## config.mk

```make
export PLATFORM = sky130hd
export DESIGN_NAME = des_key_schedule
export DESIGN_NICKNAME = d
export VERILOG_FILES = /design/src/rtl/des_key_schedule.sv
export SDC_FILE = /design/constraint.sdc
export NUM_CORES = 1
export LEC_CHECK = 0
export BUFFER_PORTS_ARGS = -buffer_cell sky130_fd_sc_hd__buf_2
export CORE_AREA = 2 2 325 327
export CTS_CLUSTER_DIAMETER = 120
export DETAILED_ROUTE_END_ITERATION = 12
export DIE_AREA = 0 0 327 329
export SYNTH_ARGS = -nofsm -noshare
export SYNTH_HDL_FRONTEND = slang
export SYNTH_SLANG_ARGS = --single-unit
```

## constraint.sdc

```tcl
create_clock -name clk -period 2.8 [get_ports clk]
set_clock_uncertainty 0.05 [all_clocks]
set_input_delay 0.14 -clock clk [delete_from_list [all_inputs] [get_ports clk]]
set_output_delay 0.14 -clock clk [all_outputs]
set_load 0.005 [all_outputs]
```

## src/rtl/des_key_schedule.sv

```systemverilog
// Iterative DES key schedule: PC-1 on start, then one rotate + PC-2 round per
// clock, producing K1..K16 as registered outputs held until the next start.
module des_key_schedule (
    input  logic        clk,
    input  logic        rst,
    input  logic        start,
    input  logic [0:63] key_in,
    output logic        busy,
    output logic        key_valid,
    output logic [0:47] key1,
    output logic [0:47] key2,
    output logic [0:47] key3,
    output logic [0:47] key4,
    output logic [0:47] key5,
    output logic [0:47] key6,
    output logic [0:47] key7,
    output logic [0:47] key8,
    output logic [0:47] key9,
    output logic [0:47] key10,
    output logic [0:47] key11,
    output logic [0:47] key12,
    output logic [0:47] key13,
    output logic [0:47] key14,
    output logic [0:47] key15,
    output logic [0:47] key16
);

    // FIPS 46-3 tables, 1-based bit numbers with bit 1 = MSB.
    localparam int PC1 [56] = '{
        57, 49, 41, 33, 25, 17,  9,
         1, 58, 50, 42, 34, 26, 18,
        10,  2, 59, 51, 43, 35, 27,
        19, 11,  3, 60, 52, 44, 36,
        63, 55, 47, 39, 31, 23, 15,
         7, 62, 54, 46, 38, 30, 22,
        14,  6, 61, 53, 45, 37, 29,
        21, 13,  5, 28, 20, 12,  4
    };

    localparam int PC2 [48] = '{
        14, 17, 11, 24,  1,  5,
         3, 28, 15,  6, 21, 10,
        23, 19, 12,  4, 26,  8,
        16,  7, 27, 20, 13,  2,
        41, 52, 31, 37, 47, 55,
        30, 40, 51, 45, 33, 48,
        44, 49, 39, 56, 34, 53,
        46, 42, 50, 36, 29, 32
    };

    // Bit r set means round r+1 rotates by two; rounds 1, 2, 9 and 16 rotate by one.
    localparam logic [15:0] ROT2 = 16'h7EFC;

    typedef enum logic [1:0] {IDLE, GEN, DONE} state_t;

    state_t      state_reg;
    logic [3:0]  cnt_reg;
    logic [0:27] c_reg;
    logic [0:27] d_reg;
    logic [0:27] c_next;
    logic [0:27] d_next;
    logic [0:55] cd_next;
    logic [0:55] pc1_out;
    logic [0:47] pc2_out;
    logic [0:55] cd0_reg;
    logic        busy_reg;
    logic        valid_reg;
    logic [0:47] subkey_reg [16];

    // Parity bits never reach PC-1; gathered here only to mark them as intentionally dropped.
    logic unused_parity;
    assign unused_parity = ^{key_in[7], key_in[15], key_in[23], key_in[31],
                             key_in[39], key_in[47], key_in[55], key_in[63]};

    genvar gi;

    generate
        for (gi = 0; gi < 56; gi++) begin : g_pc1
            assign pc1_out[gi] = key_in[PC1[gi] - 1];
        end
    endgenerate

    // Rotate both halves left by the amount scheduled for the current round.
    always_comb begin
        c_next = {c_reg[1:27], c_reg[0]};
        d_next = {d_reg[1:27], d_reg[0]};
        if (ROT2[cnt_reg]) begin
            c_next = {c_reg[2:27], c_reg[0:1]};
            d_next = {d_reg[2:27], d_reg[0:1]};
        end
    end

    assign cd_next = {c_next, d_next};

    generate
        for (gi = 0; gi < 48; gi++) begin : g_pc2
            assign pc2_out[gi] = cd_next[PC2[gi] - 1];
        end
    endgenerate

    // Control FSM, C/D registers and subkey bank; reset clears everything and aborts a run.
    always_ff @(posedge clk) begin
        if (rst) begin
            state_reg <= IDLE;
            cnt_reg   <= 4'd0;
            c_reg     <= '0;
            d_reg     <= '0;
            busy_reg  <= 1'b0;
            valid_reg <= 1'b0;
            for (int i = 0; i < 16; i++) begin
                subkey_reg[i] <= '0;
            end
        end else begin
            case (state_reg)
                IDLE, DONE: begin
                    if (start) begin
                        c_reg     <= pc1_out[0:27];
                        d_reg     <= pc1_out[28:55];
                        cnt_reg   <= 4'd0;
                        state_reg <= GEN;
                        busy_reg  <= 1'b1;
                        valid_reg <= 1'b0;
                    end
                end
                GEN: begin
                    c_reg               <= c_next;
                    d_reg               <= d_next;
                    subkey_reg[cnt_reg] <= pc2_out;
                    if (cnt_reg == 4'd15) begin
                        state_reg <= DONE;
                        busy_reg  <= 1'b0;
                        valid_reg <= 1'b1;
                    end else begin
                        cnt_reg <= cnt_reg + 4'd1;
                    end
                end
                default: begin
                    state_reg <= IDLE;
                    busy_reg  <= 1'b0;
                    valid_reg <= 1'b0;
                end
            endcase
        end
    end

    // Remember C0/D0 of the accepted key so the full-circle rotation can be checked.
    always_ff @(posedge clk) begin
        if (rst) begin
            cd0_reg <= '0;
        end else if (state_reg != GEN && start) begin
            cd0_reg <= pc1_out;
        end
    end

`ifndef SYNTHESIS
    // The 16 rotations sum to 28, so the last rotated C/D must equal C0/D0.
    always @(posedge clk) begin
        if (!rst && state_reg == GEN && cnt_reg == 4'd15) begin
            assert (cd_next == cd0_reg);
        end
    end
`endif

    assign busy      = busy_reg;
    assign key_valid = valid_reg;
    assign key1      = subkey_reg[0];
    assign key2      = subkey_reg[1];
    assign key3      = subkey_reg[2];
    assign key4      = subkey_reg[3];
    assign key5      = subkey_reg[4];
    assign key6      = subkey_reg[5];
    assign key7      = subkey_reg[6];
    assign key8      = subkey_reg[7];
    assign key9      = subkey_reg[8];
    assign key10     = subkey_reg[9];
    assign key11     = subkey_reg[10];
    assign key12     = subkey_reg[11];
    assign key13     = subkey_reg[12];
    assign key14     = subkey_reg[13];
    assign key15     = subkey_reg[14];
    assign key16     = subkey_reg[15];

endmodule

```

; Word level (Yosys, flattened, before mapping)
; Memories as Yosys holds them, arrays and structs flattened. A register that Yosys moved wholly into a read port is not among the register bits.
; Index checks and enable logic that the tools add are counted.
[totals]
mem_bits_rw = 768
out_inout_bits = 770
mem_count = 2
ff_bits = 64
rom_bits = 16
[op_classes]
muxes = 29
reduce_logical = 7
eq_ne = 6
order_cmp = 1
add_sub_neg = 1
[memory_table]
columns = name, depth, word_bits, rd, rd_clocked_by_memory_dff, write_ports, line_no
row1 = subkey_reg, 16, 48, 16, 0, 16, 68  ; logic [0:47] subkey_reg [16];
row2 = (name not given), 16, 1, 1, 1, 0, 87  ; if (ROT2[cnt_reg]) begin
[op_table]
columns = operator, n
row1 = 28-bit 2-to-1 mux, 4
row2 = 28-bit one-hot mux with 2 select lines, 2
row3 = 48-bit 2-to-1 mux, 1
row4 = 48-bit OR reduction, 1
row5 = 4-bit 2-to-1 mux, 5
row6 = 1-bit 2-to-1 mux, 11
row7 = 4-bit one-hot mux with 2 select lines, 1
row8 = "2-bit != test, second input constant", 3
row9 = "4-bit by 5-bit less-than comparator with 1-bit output, second input constant", 1
row10 = "4-bit by 1-bit adder with 4-bit output, second input constant", 1
row11 = "4-bit equality test, second input constant", 1
row12 = 2-bit 2-to-1 mux, 2
row13 = 1-bit one-hot mux with 2 select lines, 2
row14 = 2-bit one-hot mux with 2 select lines, 1
row15 = 2-bit AND reduction, 2
row16 = 3-bit AND reduction, 1
row17 = "2-bit by 1-bit equality test with 1-bit output, second input constant", 1
row18 = "2-bit equality test, second input constant", 1
row19 = 2-bit zero test, 1
row20 = 2-bit nonzero test, 1
row21 = 2-bit OR reduction, 1

; Logic depth before layout (Yosys ltp)
; Gate-level depths: netlist (run 1).
[depth]
depth_word = 6
mapped_depth = 9

; Least setup slack after synthesis (run 1)
; Ideal clock, no wire load.
[synth_path]
path_kind = register to register
from = register state_reg[0]
to = memory subkey_reg[13][0] (netlist name), enable pin
setup_slack_ns = 0.071
setup_ns = 0.413
required_ns = 2.337
synth_period_minus_slack_ns = 2.729
path_stages_with_launch = 9
n_path_buf = 3
t_arrival_ns = 2.266
cell_sequence = dfxtp_1 buf_4 nand2b_1 buf_2 nor2_4 and2_4 nand3_2 buf_4 nand2b_1
[synth_lines]
columns = element, line_no
row1 = start: declaration, 56  ; state_t state_reg;
row2 = start signal: assignment, 104  ; state_reg <= IDLE;
row3 = start signal: assignment, 120  ; state_reg <= GEN;
row4 = start signal: assignment, 130  ; state_reg <= DONE;
row5 = end: declaration, 68

==> results by group, run 1 <==
Status
  • Status: finished clean

GRT
  • Total GRT Usage: 0.199
  • First-pass GRT wire length: between 150 and 200 mm
  • Vias in the first global route: 20200
  • Grt total ovfl: 0
  • Initial antenna violation count: 7
  • Largest net degree at the start of global routing: 83

Clocking
  • Num CTS Buffers: 87
  • CTS tree: yes
  • # Post-CTS Setup Buffers: 0
  • CTS max path bufs: 3
  • Clock network latency to the later pin of the worst-skew pair: 0.65 ns
  • Clk sinks: between 800 and 900
  • Reg clk slew, reported paths: 0.06 ns
  • Post-cts sizing count: 0
  • CTS HTree Levels: 3
  • CTS Root Cell: clkbuf_16

Yosys
  • Unique cell type count in the Yosys netlist: 35
  • Top-count cell post-synth: nor2_1
  • Largest cells by area after synthesis: edfxtp_1 75%, nor2_1 10%, dfxtp_1 4.2%
  • Commonest cells post-synth: 825 x nor2_1, 768 x edfxtp_1, 86 x a211oi_1, 65 x dfxtp_1, 64 x clkbuf_1
  • Syn_area_per_cell: 14.2 µm²
  • Post-synth top area share: 0.748
  • Synth Area in XOR/XNOR: 0.000284
  • Post-synth ARST share: 0
  • Syn Inst Count: between 2000 and 2500
  • Yosys warnings: 0
  • Simple-gate area share of the yosys netlist: 0.125
  • Register area share after synthesis: 0.790
  • Mux cell area share after synthesis: 0.0162
  • #FFs+latches synth: 833
  • Area share of fa/ha/maj cells after synthesis: 0.00162
  • EDFF count, synth: approximately 770
  • Largest family of logic cells by synthesized area: simple AND/OR/NAND/NOR gates
  • Compound-Gate Fraction of Synth Area: 0.0335
  • Ys flop type: edfxtp_1
  • Cell taking the most area after synthesis: edfxtp_1
  • Syn_nets: approximately 2200
  • Post-Syn Area: 30800 µm²

Floorplanning
  • Core area: 104000 µm²
  • Initial core utilization: 0.295
  • Die Area: 108000 µm²
  • # rows: ~120
  • # IOs: 837
  • Die W: 327 µm
  • DIE HEIGHT: 329 µm

Routing
  • Wire per inst: 24.7 µm
  • Drt total wl: 112 mm
  • Post-route DRC: 0
  • Pre-antenna DRT Iters: 5
  • Post-DRT Antenna Nets: 0
  • DRT iter0 DRCs: 1976
  • Vias per inst: 4.69
  • DR vias: 21300

STA
  • Max-slew violations: 0
  • Min cycle time layout: 2.21 ns
  • Slew margin rel.: 0.473
  • Slew at the pin closest to its max-slew limit: between 0.7 and 0.8 ns
  • Maximum clock rate: 0.453 GHz
  • Setup TNS: 0 ns
  • Fin crit share: 0.788
  • Final setup margin: 0.593 ns
  • RSZ-0062 raised after global routing: false
  • Final Hold Viols: 0
  • Final setup violation count: 0

Finish
  • Area grow syn2layout: 32.5%
  • Final #Nets: 3149
  • Share of cells above drive strength 1: 0.365
  • Max FFs per register: 768
  • Post-Layout Inst Area: 40800 µm²

Placed design
  • Hpwl dp: roughly 74 mm
  • Post-place setup slack: around 0.53 ns
  • Placer Congestion: 0.794
  • Cell Area, Placed: 37500 µm²
  • PortBufs: between 800 and 900

Job
  • Max cap viols: 0

Worst setup path
  • Worst-path cell chain: nor2b_1, nand2_2, nand2b_4, buf_12
  • R2R Setup Slk: 0.59 ns
  • Setup crit start kind: register
  • CP Data Arrival Time: 2.50 ns
  • CP Data Required Time: about 3.1 ns
  • Worst path max stage delay: slightly below 0.6 ns
  • CP Capture Type: register
  • Crit-path max FO: 24
  • Worst path slowest cell: dfxtp_1
  • Worst setup path class: register to register

Power and ir drop
  • Leakage: 15.9 nW
  • PwrDens: 689 nW/µm²
  • VDD IR max: ~0.46 mV
  • Total power: 28.2 mW

Min path
  • Min-Delay Path Class: input port to register
[critical path: cells and delay by family (launching register included)]
kind | cells | cell delay [ns]
buffers and inverters | 1 | 0.24
DFF | 1 | 0.59
and+or+nand+nor | 3 | 1.01
[per-layer routing]
metal / vias to the layer above / global-route usage / routed length [µm]
met4: 2 / 0.0665 / 3240
met3: 179 / 0.0411 / 9140
li1: 9391 / - / -
met5: - / 0 / 13
met1: 10600 / 0.249 / 43000
met2: 1137 / 0.345 / 56600
[cells in the final DEF, fill, tap and decap left out, types with 3 or more instances in the layout]
cell / instances
buf_2: 828
nor2_1: 825
edfxtp_1: 768
buf_4: 93
clkbuf_16: 87
a211oi_1: 86
dfxtp_1: 62
dlygate4sd3_1: 57
nor2b_1: 47
a21oi_1: 39
mux2i_4: 38
clkbuf_1: 26
nand2_1: 24
buf_12: 23
clkinv_1: 15
nand2_2: 12
nand2b_2: 10
mux2i_2: 10
a2111oi_0: 9
a311oi_1: 8
bufinv_16: 7
nand2b_4: 6
clkinv_2: 6
clkinv_16: 5
and2_4: 4
nand3_2: 4
ha_1: 4
clkinvlp_4: 4
diode_2: 3
and3_1: 3
nand2b_1: 3
inv_1: 3
inv_6: 3
[worst paths after layout]
check | startpoint | to | depth (start not counted)
worst max-delay path | cnt_reg[2]$_SDFFE_PP0N_ | subkey_reg[7][30]$_SDFFCE_PN0P_ | 4
worst min-delay path | start | c_reg[12]$_SDFFE_PP0P_ | 3
worst max register to register | cnt_reg[2]$_SDFFE_PP0N_ | subkey_reg[7][30]$_SDFFCE_PN0P_ | 4
worst min register to register | key_valid$_SDFFE_PP0P_ | key_valid$_SDFFE_PP0P_ | 2
[layout make-up]
cell class	instances	area, µm²
multi-input combinational	1152	6030
antenna	3	7.51
clock buffer	114	2290
inverter	3	11.3
fill	9886	63500
clock inverter	42	528
timing repair buffer	1001	5870
sequential	833	24400
tap	1391	1740
[cells by family (layout without fill, tap and decap cells)]
logic type               Yosys count  after routing
adder cells (fa/ha/maj)            4              4
AO/OA/AOI/OAI                    148            148
other                              0              3
buffers and inverters            183           1160
XOR/XNOR                           1              1
AND/OR/NAND/NOR                  949            949
multiplexers                      50             50
flip-flops                       833            833
[where the power goes]
part / switching, mW / internal [mW]
Clock: 4.97 / 6.48
Combinational: 1.65 / 0.766
Sequential: 0.248 / 14.0
[per-stage QoR]
stage,utilization,instances,hold slack (ns)
detailed placement,0.359,4323,0.382
global placement,0.359,4323,0.369
CTS,0.391,4536,0.0498
floorplan,-,2168,0.255
global route,0.391,4538,0.0889
finish,0.391,4539,0.126
[what timing repair did]
item / CTS / global route
setup endpoints to repair: 0 / 0
hold endpoints to repair: 58 / 0
hold buffers: 57 / 0
Note: power is estimated with default switching activity, not from simulation.
==> inputs of run 2 (changes only) <==
clock period = 1.95 ns   (was 2.8 ns; I/O delays follow)
==> run 2 against run 1 <==
Net effect:
- combinational power is 60% higher
- global-route usage is 0.81 points higher
- count of clock-buffer cells in the layout is 10 lower
- total power is 47% higher
- register-to-register slack worse by 0.52 ns
- critical path depth is 1 higher
- non-clock buffer count is 41 higher
- fmax is 18% higher
- die area stayed put
- cell area is 3.5% higher
- hold slack better by 0.18 ns
==> results by group, run 2 (synthesis gave the netlist of run 1 again) <==
Placed design
  • Hpwl dp: 79.7 mm (+8.0%)
  • PortBufs: 828 (unchanged)
  • Placer Congestion: 0.799 (+0.62%)

GRT
  • Largest net degree at the start of global routing: 74 (-11%)
  • Total GRT Usage: 0.207 (+0.00813)
  • First-pass GRT wire length: 157 mm (+3.6%)
  • Vias in the first global route: 20300 (+0.50%)
  • Grt total ovfl: 0 (unchanged)
  • Initial antenna violation count: 8 (+1)

Worst setup path
  • Number of cells on the critical path: 5 (+1)
  • Reg-to-reg startpoint: state_reg[1]$_SDFFE_PP0P_
  • Crit-path leading delay family: buffers and inverters
  • R2R Path End: d_reg[6]$_SDFFE_PP0P_
  • Crit path to: d_reg[6]$_SDFFE_PP0P_
  • CP Data Required Time: 2.44 ns (-0.66 ns)
  • Buffers plus inverters on the worst setup path: 2 (+1)
  • R2R Setup Slk: 0.07 ns (-0.52 ns)
  • CP Data Arrival Time: 2.37 ns (-0.13 ns)
  • Worst path max stage delay: 0.58 ns (about the same)
  • Worst-path cell chain: nand2b_1, buf_4, a211oi_1, a311oi_2, dlygate4sd3_1
  • Setup crit start kind: register
  • Crit-path max FO: 24 (unchanged)
  • CP Capture Type: register
  • Worst Setup SP: state_reg[1]$_SDFFE_PP0P_
  • Register-to-Register Path Depth: 5 (+1)
  • Worst setup path class: register to register
  • Worst path slowest cell: dlygate4sd3_1

Finish
  • Most common cell after layout, fill and taps aside: buf_2
  • Max FFs per register: 768 (unchanged)
  • Final #Nets: 3191 (+1.3%)
  • Filler Cell Count: 9687 (-2.0%)
  • Most frequent cells in the layout: 828 x buf_2, 825 x nor2_1, 768 x edfxtp_1
  • Area grow syn2layout: 37.1%
  • Share of cells above drive strength 1: 0.376 (+0.0105)
  • Final core utilization: 0.405 (+0.0138)

Clocking
  • Num CTS Buffers: 88 (+1.1%)
  • Clock network latency to the later pin of the worst-skew pair: 0.65 ns (about the same)
  • # Post-CTS Setup Buffers: 0 (unchanged)
  • CTS HTree Levels: 3 (unchanged)
  • CTS tree: yes
  • CTS max path bufs: 3 (unchanged)
  • Clk sinks: 833 (unchanged)
  • Reg clk slew, reported paths: 0.06 ns (about the same)
  • CTS Root Cell: clkbuf_16

Power and ir drop
  • VDD IR max: 0.633 mV (+37%)
  • PwrDens: 981 nW/µm² (+42%)
  • Leakage: 16.6 nW (+4.9%)

Floorplanning
  • # rows: 119 (unchanged)
  • DIE HEIGHT: 329 µm (unchanged)
  • Core area: 104000 µm² (unchanged)
  • Die Area: 108000 µm² (unchanged)
  • Initial core utilization: 0.295 (unchanged)
  • Die W: 327 µm (unchanged)
  • # IOs: 837 (unchanged)

STA
  • Max-slew violations: 0 (unchanged)
  • Fin crit share: 0.963 (+0.175)
  • Slew margin rel.: 0.494 (+0.0212)
  • Final Hold Viols: 0 (unchanged)
  • Setup TNS: 0 ns (unchanged)
  • Final setup violation count: 0 (unchanged)
  • RSZ-0062 raised after global routing: false
  • Min cycle time layout: 1.88 ns (-0.329 ns)
  • Maximum clock rate: 0.532 GHz (+18%)
  • Slew at the pin closest to its max-slew limit: 0.759 ns (-0.0153 ns)

Routing
  • DRT iter0 DRCs: 2258 (+14%)
  • Post-DRT Antenna Nets: 0 (unchanged)
  • Pre-antenna DRT Iters: 5 (unchanged)
  • DR vias: 21600 (+1.6%)
  • Post-route DRC: 0 (unchanged)
  • Wire per inst: 25.4 µm (+3.1%)
  • Vias per inst: 4.72 (+0.67%)
  • Drt total wl: 117 mm (+4.1%)

Min path
  • Min-Delay Path Class: input port to register

Status
  • Status: finished clean

Job
  • Max cap viols: 0 (unchanged)
==> run 2: metal layers <==
metal	vias to the layer above	GRT usage	wire [µm]
met1	10900	0.264	45300
met2	1094	0.360	59400
met3	179	0.0346	8640
li1	9488	-	-
met4	2	0.0666	3090
met5	-	0	7
==> run 2: what timing repair did <==
| action | CTS | global route |
|---|---|---|
| hold buffers | 67 | 0 |
| endpoints found under the hold margin | 60 | 0 |
| endpoints found under the setup margin | 0 | 5 |
| gates resized for setup | 0 | 7 |
==> run 2: per-stage QoR <==
stage / cell area (µm²) / total power [mW] / worst slack (ns) / hold WS (ns) / cells
finish: 42300 / 41.5 / 0.0717 / 0.307 / 4582
global route: 42300 / 42.6 / 0.00456 / 0.305 / 4582
CTS: 42300 / 41.8 / 0.0370 / 0.239 / 4582
detailed placement: 38600 / 24.6 / 0.130 / 0.341 / 4355
global placement: 38600 / 24.6 / 0.153 / 0.328 / 4355
floorplan: 31000 / 22.0 / 0.00278 / 0.213 / 2168
==> run 2: how the worst min path moves through the flow <==
stage                             endpoint  cells after the start  startpoint  slack (ns)
floorplan           c_reg[17]$_SDFFE_PP0P_                      2  key_in[50]        0.21
global placement    d_reg[14]$_SDFFE_PP0P_                      3  key_in[13]        0.33
detailed placement  d_reg[14]$_SDFFE_PP0P_                      3  key_in[13]        0.34
CTS                  c_reg[1]$_SDFFE_PP0P_                      4  key_in[48]        0.24
global route        c_reg[10]$_SDFFE_PP0P_                      4  key_in[41]        0.31
finish              d_reg[15]$_SDFFE_PP0P_                      4   key_in[5]        0.31
==> run 2: report_power, final <==
part	switching (mW)	leakage [nW]	internal (mW)
registers	0.329	8.48	20.2
logic	2.45	6.74	1.44
clock network	7.20	1.42	9.92
==> run 2: cell type report <==
cell class,instances,area (µm²),share of cell area
Antenna cell,1,2.50,0.0000592
Clock buffer,104,2280,0.0540
Clock inverter,56,662,0.0157
Inverter,3,11.3,0.000266
Multi-Input combinational cell,1152,6010,0.142
Sequential cell,833,24400,0.576
Tap cell,1391,1740,0.0412
Timing Repair Buffer,1042,7210,0.170
==> run 2: worst register-to-register path: cells and delay by family, from the launching register on <==
| family | cells | cell delay [ns] |
|---|---|---|
| DFF | 1 | 0.32 |
| and+or+nand+nor | 1 | 0.18 |
| buffers and inverters | 2 | 0.84 |
| AOI/OAI and AO/OA | 2 | 0.40 |
==> inputs of run 3 (changes only) <==
BUFFER_PORTS_ARGS = -buffer_cell sky130_fd_sc_hd__buf_4   (was -buffer_cell sky130_fd_sc_hd__buf_2)
CORE_AREA = 8 8 322 324   (was 2 2 325 327)
DIE_AREA = 0 0 330 332   (was 0 0 327 329)
clock period = 1.8 ns   (was 1.95 ns; I/O delays follow)
==> run 3 against run 2 <==
Net effect:
- total power up 9.9%
- wire length is 9.1% higher
- via count grew 2.1%
- fmax grew 5.6%
- hold slack worse by 0.12 ns
- setup slack worse by 0.050 ns
- sequential share of layout area is 3.0 points lower
- final cell count fell by 1.5%
- clock power rose by 9%
- core utilization up 4.6 points
- largest cell class unchanged
==> results by group, run 3 (synthesis gave the netlist of run 1 again) <==
Status
  • Status: finished clean

STA
  • Setup TNS: 0 ns (unchanged)
  • Maximum clock rate: 0.562 GHz (+5.6%)
  • Final setup violation count: 0 (unchanged)
  • Final setup margin: 0.0220 ns (-0.0497 ns)
  • Min cycle time layout: 1.78 ns (-0.100 ns)
  • RSZ-0062 raised after global routing: true
  • Slew at the pin closest to its max-slew limit: 0.803 ns (+0.0440 ns)
  • Slew margin rel.: 0.465 (-0.0293)
  • Hold Worst Slack: 0.191 ns (-0.116 ns)
  • Final Hold Viols: 0 (unchanged)
  • Max-slew violations: 0 (unchanged)
  • Fin crit share: 0.988 (+0.0245)

Placed design
  • Placer Congestion: 0.793 (-0.80%)
  • Post-place setup slack: -0.0637 ns (-0.194 ns)
  • Hpwl dp: 88.0 mm (+11%)
  • PortBufs: 828 (unchanged)

Clocking
  • Clock network latency to the later pin of the worst-skew pair: 0.66 ns (about the same)
  • CTS tree: yes
  • CTS HTree Levels: 3 (unchanged)
  • CTS Root Cell: clkbuf_16
  • Num CTS Buffers: 89 (+1.1%)
  • Reg clk slew, reported paths: 0.06 ns (about the same)
  • CTS max path bufs: 3 (unchanged)
  • Clk sinks: 833 (unchanged)

Floorplanning
  • # rows: 116 (-2.5%)
  • Initial core utilization: 0.312 (+0.0161)
  • Core area: 99000 µm² (-5.2%)
  • # IOs: 837 (unchanged)
  • DIE HEIGHT: 332 µm (+0.91%)
  • Die W: 330 µm (+0.92%)
  • Die Area: 110000 µm² (+1.8%)

Power and ir drop
  • VDD IR max: 0.757 mV (+19%)
  • Leakage: 17.3 nW (+4.2%)
  • PwrDens: 1020 nW/µm² (+4.1%)
  • Total power: 45.6 mW (+9.9%)

Worst setup path
  • Worst setup path class: register to register
  • CP Capture Type: register
  • Register-to-Register Path Depth: 7 (+2)
  • R2R Path End: subkey_reg[8][35]$_SDFFCE_PN0P_
  • Setup crit start kind: register
  • CP Data Arrival Time: 2.09 ns (-0.28 ns)
  • R2R Setup Slk: 0.02 ns (-0.05 ns)
  • Reg-to-reg startpoint: state_reg[1]$_SDFFE_PP0P_
  • CP Data Required Time: 2.11 ns (-0.33 ns)
  • Crit-path max FO: 7 (-71%)

Routing
  • Wire per inst: 28.2 µm (+11%)
  • Post-DRT Antenna Nets: 0 (unchanged)
  • Post-route DRC: 0 (unchanged)
  • Pre-antenna DRT Iters: 5 (unchanged)
  • Vias per inst: 4.89 (+3.6%)
  • DR vias: 22100 (+2.1%)
  • Drt total wl: 127 mm (+9.1%)
  • DRT iter0 DRCs: 2278 (+0.89%)

Finish
  • Most common cell after layout, fill and taps aside: buf_4
  • Max FFs per register: 768 (unchanged)
  • Final #Nets: 3206 (+0.47%)
  • Most frequent cells in the layout: 873 x buf_4, 825 x nor2_1, 768 x edfxtp_1
  • Area grow syn2layout: 44.8%
  • Final core utilization: 0.451 (+0.0459)
  • Share of cells above drive strength 1: 0.382 (+0.00638)

GRT
  • Vias in the first global route: 21100 (+4.4%)
  • Largest net degree at the start of global routing: 76 (+2.7%)
  • Grt total ovfl: 0 (unchanged)
  • First-pass GRT wire length: 168 mm (+6.9%)
  • Total GRT Usage: 0.216 (+0.00887)
  • Initial antenna violation count: 4 (-4)

Min path
  • HP Start: rst
  • WHS Endpoint: state_reg[0]$_SDFFE_PP0P_
  • Min-Delay Path Class: input port to register
  • Hold Path Stages: 3 (-1)

Job
  • Max cap viols: 0 (unchanged)
-- run 3: worst max-delay path by stage --
stage                              start                          endpoint  slack [ns]  cells past startpoint
2_1_floorplan  state_reg[0]$_SDFFE_PP0P_   subkey_reg[12][0]$_SDFFCE_PN0P_       -0.08                      8
3_3_place_gp     cnt_reg[3]$_SDFFE_PP0N_  subkey_reg[11][18]$_SDFFCE_PN0P_       -0.09                      4
3_5_place_dp     cnt_reg[3]$_SDFFE_PP0N_  subkey_reg[11][25]$_SDFFCE_PN0P_       -0.06                      4
4_1_cts          cnt_reg[0]$_SDFFE_PP0N_   subkey_reg[4][12]$_SDFFCE_PN0P_      -0.005                      6
5_1_grt        state_reg[1]$_SDFFE_PP0P_   subkey_reg[8][32]$_SDFFCE_PN0P_       -0.02                      7
6_report       state_reg[1]$_SDFFE_PP0P_   subkey_reg[8][35]$_SDFFCE_PN0P_        0.02                      7
-- run 3: worst max-delay path, stage by stage (launching register included) --
cell and delay, ns:
dfxtp_2 0.32, nand2b_4 0.18, nor2_4 0.12, and2_4 0.26, nand2_8 0.10, nand2b_4 0.14, buf_12 0.13, clkbuf_16 0.17
-- run 3: layout make-up --
class                      count  area (µm²)
fill                        8824       54300
sequential                   833       24400
timing repair buffer        1056        9610
multi-input combinational   1152        6040
clock buffer                 106        2290
tap                         1298        1620
clock inverter                60         682
antenna                        6        15.0
inverter                       3        11.3
-- run 3: per-stage QoR --
step           area, µm²  cells
6_report           44600   4514
5_1_grt            44600   4510
4_1_cts            44300   4497
3_5_place_dp       40800   4273
3_3_place_gp       40800   4273
2_1_floorplan      31100   2168
-- run 3: metal layers --
| metal | share of wire | track usage | vias up |
|---|---|---|---|
| li1 | - | - | 9517 |
| met5 | 0 | 0 | - |
| met2 | 0.51 | 0.379 | 1195 |
| met3 | 0.085 | 0.0435 | 212 |
| met1 | 0.37 | 0.259 | 11100 |
| met4 | 0.036 | 0.0847 | 0 |
-- run 3: timing repair --
action / in CTS / in global routing
gates cloned: 0 / 8
pin swaps: 0 / 2
hold endpoints to repair: 63 / 0
hold buffers: 58 / 0
gates resized for setup: 4 / 19
setup endpoints to repair: 176 / 488
buffers inserted: 0 / 3
-- run 3: where the power goes --
part / internal [mW] / switching [mW]
Combinational: 1.94 / 2.72
Sequential: 21.8 / 0.422
Clock: 10.8 / 7.89
Total: 34.6 / 11.0
